<file path="config.mk">
export PLATFORM = sky130hd
export DESIGN_NAME = rs_mem
export DESIGN_NICKNAME = d
export VERILOG_FILES = /design/src/rtl/rs_mem_pkg.sv /design/src/rtl/rs_age_select.sv /design/src/rtl/rs_mem.sv
export SDC_FILE = /design/constraint.sdc
export NUM_CORES = 1
export LEC_CHECK = 0
export CELL_PAD_IN_SITES_DETAIL_PLACEMENT = 1
export CELL_PAD_IN_SITES_GLOBAL_PLACEMENT = 2
export CORE_UTILIZATION = 37
export DETAILED_ROUTE_END_ITERATION = 8
export GPL_TIMING_DRIVEN = 0
export PLACE_DENSITY = 0.89
export SYNTH_ARGS = -nofsm -noshare
export SYNTH_HDL_FRONTEND = slang
export SYNTH_SLANG_ARGS = --single-unit
export TNS_END_PERCENT = 10
</file>
<file path="constraint.sdc">
create_clock -name clk -period 16.3 [get_ports clk]
set_input_delay 2.445 -clock clk [delete_from_list [all_inputs] [get_ports clk]]
set_output_delay 2.445 -clock clk [all_outputs]
set_load 0.02 [all_outputs]
</file>
<file path="src/rtl/rs_mem_pkg.sv">
// rs_mem_pkg: shared load-RS types, the load opcode and the ROB age-ordering helper.
package rs_mem_pkg;
    localparam int RS_ROB_W  = 5;
    localparam int RS_PREG_W = 7;
    // wide enough for ages up to DEPTH=16
    localparam int RS_AGE_W  = 5;
    localparam logic [6:0] LOAD_OPCODE = 7'b0000011;
    typedef struct packed {
        logic [6:0]           opcode;
        logic [RS_ROB_W-1:0]  rob_index;
        logic [RS_PREG_W-1:0] ps1;
        logic [RS_PREG_W-1:0] pd;
        logic [11:0]          imm;
    } rs_data;
    typedef struct packed {
        logic                valid;
        logic                ps1_ready;
        logic [RS_AGE_W-1:0] age;
        rs_data              data;
    } rs_mem_entry;
    function automatic logic rob_younger(
        input logic [RS_ROB_W-1:0] idx,
        input logic [RS_ROB_W-1:0] mispredict_tag,
        input logic [RS_ROB_W-1:0] curr_rob_tag
    );
        logic [RS_ROB_W-1:0] d_idx;
        logic [RS_ROB_W-1:0] d_tail;
        d_idx  = idx - mispredict_tag;
        d_tail = curr_rob_tag - mispredict_tag;
        return (idx != mispredict_tag) && (d_idx < d_tail);
    endfunction
endpackage

</file>
<file path="src/rtl/rs_age_select.sv">
// rs_age_select: combinational picker granting the oldest requester, lowest index on ties.
module rs_age_select #(
    parameter int N  = 8,
    parameter int AW = 5,
    localparam int IW = $clog2(N)
) (
    input  logic [N-1:0]         req,
    input  logic [N-1:0][AW-1:0] age,
    output logic [IW-1:0]        gnt_idx,
    output logic                 gnt_valid
);
    logic [AW-1:0] best;
    always_comb begin
        gnt_idx   = '0;
        gnt_valid = 1'b0;
        best      = '0;
        for (int i = 0; i < N; i++) begin
            if (req[i] && (!gnt_valid || age[i] > best)) begin
                gnt_idx   = IW'(i);
                gnt_valid = 1'b1;
                best      = age[i];
            end
        end
    end
endmodule

</file>
<file path="src/rtl/rs_mem.sv">
// rs_mem: load reservation station feeding fu_mem with CDB wakeup, oldest-first issue and mispredict flush.
// Optional RS_MEM_DISPATCH_BYPASS_EN issues a ready dispatch straight to fu_mem when nothing else is ready.
module rs_mem
    import rs_mem_pkg::*;
#(
    parameter int DEPTH  = 8,
    parameter int ROB_W  = RS_ROB_W,
    parameter int PREG_W = RS_PREG_W
) (
    input  logic              clk,
    input  logic              reset,
    input  logic              disp_valid,
    input  rs_data            disp_data,
    input  logic              disp_ps1_ready,
    output logic              rs_full,
    input  logic              cdb_valid,
    input  logic [PREG_W-1:0] cdb_tag,
    input  logic              fu_mem_ready,
    output logic              issued,
    output rs_data            issue_data,
    input  logic              mispredict,
    input  logic [ROB_W-1:0]  mispredict_tag,
    input  logic [ROB_W-1:0]  curr_rob_tag
);
    localparam int IW = $clog2(DEPTH);
    rs_mem_entry ent [DEPTH];
    rs_mem_entry ent_nxt [DEPTH];
    logic [DEPTH-1:0] valid_vec;
    logic [DEPTH-1:0] ready_vec;
    logic [DEPTH-1:0] flush;
    logic [DEPTH-1:0][RS_AGE_W-1:0] ages;
    logic [IW-1:0] gnt_idx;
    logic [IW-1:0] free_idx;
    logic gnt_valid;
    logic disp_go;
    logic disp_rdy;
    logic bypass;
    logic alloc;
    logic issue_ok;
    always_comb begin
        for (int i = 0; i < DEPTH; i++) begin
            valid_vec[i] = ent[i].valid;
            ready_vec[i] = ent[i].valid && ent[i].ps1_ready;
            flush[i]     = mispredict && ent[i].valid
                           && rob_younger(ent[i].data.rob_index, mispredict_tag, curr_rob_tag);
            ages[i]      = ent[i].age;
        end
    end
    always_comb begin
        free_idx = '0;
        for (int i = DEPTH - 1; i >= 0; i--)
            if (!ent[i].valid) free_idx = IW'(i);
    end
    rs_age_select #(.N(DEPTH), .AW(RS_AGE_W)) u_sel (
        .req       (ready_vec & {DEPTH{fu_mem_ready}}),
        .age       (ages),
        .gnt_idx   (gnt_idx),
        .gnt_valid (gnt_valid)
    );
    assign rs_full  = &valid_vec;
    assign disp_go  = disp_valid && !rs_full && !mispredict;
    assign disp_rdy = disp_ps1_ready || (cdb_valid && cdb_tag == disp_data.ps1);
    assign issue_ok = gnt_valid && !flush[gnt_idx];
`ifdef RS_MEM_DISPATCH_BYPASS_EN
    assign bypass = disp_go && disp_rdy && fu_mem_ready && !(|ready_vec);
`else
    assign bypass = 1'b0;
`endif
    assign alloc = disp_go && !bypass;
    always_comb begin
        for (int i = 0; i < DEPTH; i++) begin
            ent_nxt[i] = ent[i];
            if (ent[i].valid && cdb_valid && cdb_tag == ent[i].data.ps1)
                ent_nxt[i].ps1_ready = 1'b1;
            if (alloc && ent[i].valid && ent[i].age != RS_AGE_W'(DEPTH))
                ent_nxt[i].age = ent[i].age + 1'b1;
            // a granted entry leaves even if flushed; the flush only suppresses the issue pulse
            if (flush[i] || (gnt_valid && gnt_idx == IW'(i)))
                ent_nxt[i].valid = 1'b0;
            if (alloc && free_idx == IW'(i))
                ent_nxt[i] = '{valid: 1'b1, ps1_ready: disp_rdy, age: '0, data: disp_data};
        end
    end
    always_ff @(posedge clk) begin
        if (!reset) begin
            for (int i = 0; i < DEPTH; i++) ent[i] <= '0;
            issued     <= 1'b0;
            issue_data <= '0;
        end else begin
            for (int i = 0; i < DEPTH; i++) ent[i] <= ent_nxt[i];
            issued <= issue_ok || bypass;
            if (bypass)
                issue_data <= disp_data;
            else if (issue_ok)
                issue_data <= ent[gnt_idx].data;
        end
    end
endmodule

</file>
==> out/summary.txt, run 1 <==
Starting DRT DRC Count = 1329
Worst skew pair latency = 620 ps
HP Class = register to register
Final Cycle Share = 96.3%
Setup TNS Final = 0 ps
Leak = 9.48 nW
Ys Warns = 0
Netlist cell types = 67
# diodes = 0
Clock Pin Slew Worst Setup and Hold Paths = 60 ps
Placer Congestion = 0.932
Power Density = 87.2 nW/um^2
Layout cells sized above 1 = 8.66%
Initial antenna violation count = 1
Area growth from synthesis to layout = 14.2%
Largest net degree at the start of global routing = 19
P_sw = 0.584 mW
Switch share = 25.9%
Unrepaired setup endpoints after global routing = no
Total chip power = 2.26 mW
Critical Path Source Type = primary input
Post-DP Area = 24200 um^2
DR pass1 iterations = 5
Place WS = -1520 ps
Syn Inst Count = 2777
Starting Density = 37.5%
Most used DFF post-synth = dfxtp_1
Critical path capture point type = register
Final worst slack = 602 ps
# placed instances = 3615
# DRC = 0
Slew at the pin closest to its max-slew limit = 1260 ps
Worst path slowest cell = a211oi_2
Fin area = 25900 um^2
GRT overflow = 0
Register bit total from synthesis = 399
Number of H-tree levels = 2
CP required = 16780 ps
CP Data Arrival Time = 16180 ps
Post-synth EDFFs = 0
I/O Buffers = 51
CTS max path bufs = 3
Layout fillers = 7192
I/O pins = 102
Largest stage delay, worst path = 460 ps
Fin. max-slew vios = 0
DIE HEIGHT = 250 um
Routed wire length on met3 = 5020 um
Num rows = 90
# nets final = 3075
Slew margin rel. = 13.6%
Post-synthesis sequential area ratio = 35.2%
Cell mode on critical path = ha_1
CTS Root Buffer Type = clkbuf_16
VDD IR max = 0.0000743 V
Number of vias per cell = 5.73
Outcome = finished clean
Hold Buf Count CTS = 0
Antenna viol nets, final = 0
Clock skew = 56.1 ps
Cell Int Power = 1.67 mW
Clock share of power = 47.5%
Flop pwr share = 43.8%
Largest area contributor in the netlist = dfxtp_1
Dpl hpwl = 66900 um
Achievable Freq = 63.7 MHz
Vias = 21200
Vias in the first global route = 22500
Overall Global Routing Usage = 28.4%
Clk sinks = 399
Logic pwr share = 8.7%
Post-Syn Nets = 2967
DR WL met2 = 42600 um
WL/cell = 24.2 um
Setup-failing EPs final = 0
Crit path time final = 15700 ps
WL final = 89600 um
Max-cap viol count = 0
Die X = 250 um
Yosys top cell area share = 35.2%
First-pass GRT wire length = 136000 um
Finished Layout Cells = 3704
Num CTS Buffers = 46
Asr flop ratio synth = 0%
TritonCTS clock tree = yes
M1 WL = 37100 um
Synth Area per Inst = 8.17 um^2
FF-to-FF setup slack = 2150 ps
Top routing layer used = met5
Die area = 62300 um^2
Core area = 60500 um^2
Setup Crit Path Kind = primary input to register
Worst-path fanout max = 13
Most area-consuming cells after synthesis = dfxtp_1 35%, nand2_1 11%, a21boi_0 10%
Synthesized area = 22700 um^2
Final hold viol count = 0
[final timing paths]
| path | startpoint | endpoint | cells past startpoint |
|---|---|---|---|
| setup / recovery | fu_mem_ready | issue_data[26] | 62 |
| hold / removal | ent[3][18] | ent[3][18] | 2 |
| setup reg to reg | ent[0][44] | issue_data[26] | 60 |
| hold reg to reg | ent[3][18] | ent[3][18] | 2 |
[critical path: cells and delay by family]
kind | cells | cell delay, ps
AO/OA/AOI/OAI | 28 | 6100
multiplexers | 3 | 980
buffers and inverters | 10 | 2530
adder cells (fa/ha/maj) | 7 | 1950
AND/OR/NAND/NOR | 14 | 2110
[flip-flops by register name, indices dropped and copies added (netlist names)]
register	flops
ent	360
issue_data	38
issued	1
[metal layers]
layer,GRT usage (%),vias up
li1,-,9823
met1,33.8,10500
met2,49.0,637
met3,4.71,223
met4,14.4,2
met5,0,-
[placed cells by master (no fill, tap or decap), types with 7 or more instances in the layout]
| cell | instances |
|---|---|
| mux2_2 | 42 |
| a21oi_1 | 70 |
| a21o_1 | 47 |
| clkbuf_16 | 47 |
| clkbuf_2 | 14 |
| clkbuf_8 | 11 |
| nand2b_1 | 9 |
| a21oi_2 | 12 |
| nand2_1 | 672 |
| o21a_1 | 8 |
| inv_1 | 90 |
| xnor2_1 | 71 |
| o31ai_1 | 70 |
| clkinv_2 | 8 |
| o211ai_1 | 9 |
| nand3_1 | 48 |
| mux2i_1 | 9 |
| buf_1 | 7 |
| nor4_1 | 10 |
| nor2b_1 | 10 |
| clkdlybuf4s50_1 | 51 |
| xor2_1 | 60 |
| dfxtp_1 | 399 |
| fa_1 | 9 |
| o31ai_2 | 10 |
| nand4_1 | 20 |
| buf_2 | 27 |
| nor2_1 | 79 |
| ha_1 | 119 |
| and3_1 | 56 |
| o221ai_1 | 39 |
| o2111ai_1 | 38 |
| a221o_1 | 38 |
| a21boi_0 | 307 |
| and2_1 | 44 |
| clkbuf_1 | 172 |
| o21ai_0 | 51 |
| buf_4 | 39 |
[kinds of logic (layout without fill, tap and decap cells)]
kind of cell | count (synthesis) | after routing | synth area share, %
mux | 51 | 51 | 2.48
compound gates | 749 | 749 | 24.7
buf+inv | 338 | 483 | 6.47
flops | 399 | 399 | 35.2
fa+ha+maj | 128 | 128 | 7.36
xor+xnor | 131 | 131 | 5.06
simple gates | 981 | 981 | 18.7
[synth_stat cells, types with 39 or more instances]
cell type  instances
and3_1            56
inv_1             90
o2111ai_1         39
nand2_1          672
o21ai_0           54
a21boi_0         307
nand3_1           48
o31ai_1           70
nor2_1            80
and2_1            45
o221ai_1          39
mux2_2            42
xnor2_1           71
dfxtp_1          399
clkbuf_1         175
a21o_1            48
xor2_1            60
a21oi_1           72
ha_1             119
[cell type report]
type	count	area, um^2	share of cell area, %
Sequential cell	399	7990	30.8
Multi-Input combinational cell	2040	13300	51.4
Timing Repair Buffer	61	578	2.23
Tap cell	782	978	3.78
Clock inverter	15	175	0.676
Clock buffer	70	1370	5.30
Inverter	90	338	1.30
Buffer	247	1150	4.46
[power by group through the flow]
stage / sequential, mW / clock, mW / combinational (mW)
final: 0.989 / 1.07 / 0.197
after global routing: 0.989 / 1.12 / 0.217
after CTS: 0.989 / 1.08 / 0.197
after global placement: 1.01 / 0 / 0.187
after floorplan: 1.01 / 0 / 0.128
after detailed placement: 1.01 / 0 / 0.196
[per-stage QoR]
| step | hold slack, ps | util, % |
|---|---|---|
| final | 464 | 42.8 |
| after global routing | 479 | 42.8 |
| after CTS | 464 | 42.7 |
| after detailed placement | 457 | 40.1 |
| after global placement | 446 | 40.0 |
| after floorplan | 439 | - |
[what timing repair did]
action | 4_1_cts | 5_1_grt
resized for setup | 17 | 25
endpoints found under the setup margin | 43 | 44
buffers inserted | 3 | 2
pin swaps | 1 | 1
No activity file was read; power rests on OpenSTA's default activity.
==> run 2, diff against run 1 <==
PLACE_DENSITY = not set   (was 0.89)
PLACE_DENSITY_LB_ADDON = 0.15   (was not set)
==> out/summary.txt, run 2 (same netlist as run 1, synthesis figures left out) <==
# nets final = 3079
Max reg flops = 360
Logic pwr share = 8.5%
Layout fillers = 7216
M1 WL = 39800 um
Clock Pin Slew Worst Setup and Hold Paths = 60 ps
Num rows = 90
Switch share = 25.8%
Worst skew pair latency = 620 ps
Post-DP Area = 24200 um^2
Power Density = 89.7 nW/um^2
Starting Density = 37.5%
Flop pwr share = 42.3%
Number of H-tree levels = 2
Placer Congestion = 0.911
Fin. max-slew vios = 0
Critical path capture point type = register
Die X = 250 um
Setup Crit Path Kind = primary input to register
Most common cell after layout, fill and taps aside = nand2_1
Final hold viol count = 0
Cell Int Power = 1.74 mW
Leak = 9.55 nW
Core area = 60500 um^2
Routed wire length on met3 = 4750 um
Slew at the pin closest to its max-slew limit = 1180 ps
Antenna viol nets, final = 0
Dpl hpwl = 67800 um
CTS Root Buffer Type = clkbuf_16
Worst path slowest cell = buf_2
Largest net degree at the start of global routing = 19
Number of vias per cell = 5.64
Fin area = 26100 um^2
Most frequent cells in the layout = 672 x nand2_1, 399 x dfxtp_1, 307 x a21boi_0
Top routing layer used = met4
Worst-path fanout max = 10
Cell mode on critical path = ha_1
Crit path time final = 15460 ps
Largest stage delay, worst path = 500 ps
Initial antenna violation count = 1
Setup TNS Final = 0 ps
Buf+Inv Stages, Crit Path = 11
Reg2reg path depth = 61
Slew margin rel. = 19.4%
HP Class = register to register
Area growth from synthesis to layout = 14.9%
Critical Path Source Type = primary input
CTS max path bufs = 3
First-pass GRT wire length = 136000 um
Layout cells sized above 1 = 9.02%
Final worst slack = 843 ps
Top Registers = ent x360, issue_data x38, issued x1
Starting DRT DRC Count = 1326
Final Cycle Share = 94.8%
DR WL met2 = 43300 um
CP required = 16820 ps
# DRC = 0
Family with the most delay on the worst path = compound AO/OA/AOI/OAI gates
WL/cell = 24.6 um
Num CTS Buffers = 49
Clock share of power = 49.2%
I/O pins = 102
CP Depth = 63
Biggest register = ent
GRT overflow = 0
I/O Buffers = 51
Achievable Freq = 64.7 MHz
TritonCTS clock tree = yes
P_sw = 0.603 mW
Outcome = finished clean
DIE HEIGHT = 250 um
Clock skew = 27.7 ps
Die area = 62300 um^2
Overall Global Routing Usage = 28.7%
Max-cap viol count = 0
Vias = 20900
CP Data Arrival Time = 15970 ps
Post-layout util = 43.1%
Setup-failing EPs final = 0
# diodes = 0
DR pass1 iterations = 5
WL final = 91300 um
Vias in the first global route = 21600
VDD IR max = 0.0000816 V
Place WS = -1730 ps
Unrepaired setup endpoints after global routing = no
FF-to-FF setup slack = 2340 ps
Clk sinks = 399
Hold Path Depth = 2
==> run 2: cell count changes in the layout (fill, tap and decap cells not counted), sizes merged <==
| cell | change |
|---|---|
| clkinv | -1 |
| bufinv | +2 |
| clkbuf | +1 |
| inv | +1 |
| clkinvlp | +1 |
| clkdlybuf4s18 | +1 |
==> run 2: area by class of cell <==
cell class / instances / area (um^2) / share of cell area [%]
multi-input cells: 2040 / 13300 / 51.2
flip-flops and latches: 399 / 7990 / 30.6
clock buffers: 71 / 1440 / 5.52
plain buffers: 248 / 1170 / 4.49
well taps: 782 / 978 / 3.75
repair buffers: 61 / 586 / 2.25
inverters: 90 / 338 / 1.30
clock inverters: 18 / 233 / 0.893
==> run 2: metrics by stage <==
step,hold slack [ps],total power [mW],instances
3_5_place_dp,454,1.21,3613
2_1_floorplan,439,1.14,2777
6_report,462,2.34,3709
4_1_cts,462,2.36,3705
3_3_place_gp,446,1.20,3610
5_1_grt,479,2.41,3709
==> run 2: timing repair <==
action | 4_1_cts | 5_1_grt
pin swaps | 1 | 3
buffers inserted | 3 | 4
setup endpoints to repair | 44 | 44
hold buffers | 0 | 0
gates resized for setup | 22 | 35
==> run 2: worst min-delay path, stage by stage, from the launching register on <==
cell      delay (ps)
dfxtp_1          300
nand2_1           40
a21boi_0          60
==> run 2: final timing paths <==
check                from            end
min            ent[6][35]     ent[6][35]
max reg2reg    ent[0][44]  issue_data[6]
max          fu_mem_ready  issue_data[6]
min reg2reg    ent[6][35]     ent[6][35]
==> run 2: power by group through the flow <==
stage                     Sequential [mW]  Combinational [mW]  Clock [mW]
after floorplan                      1.01               0.128           0
after CTS                           0.989               0.200        1.17
after global placement               1.01               0.190           0
final                               0.989               0.198        1.15
after detailed placement             1.01               0.198           0
after global routing                0.990               0.218        1.21
==> run 2: layer usage <==
layer | GRT usage [%] | vias up
met5 | 0 | -
li1 | - | 9820
met3 | 4.58 | 181
met1 | 36.4 | 10400
met2 | 48.7 | 530
met4 | 11.2 | 0
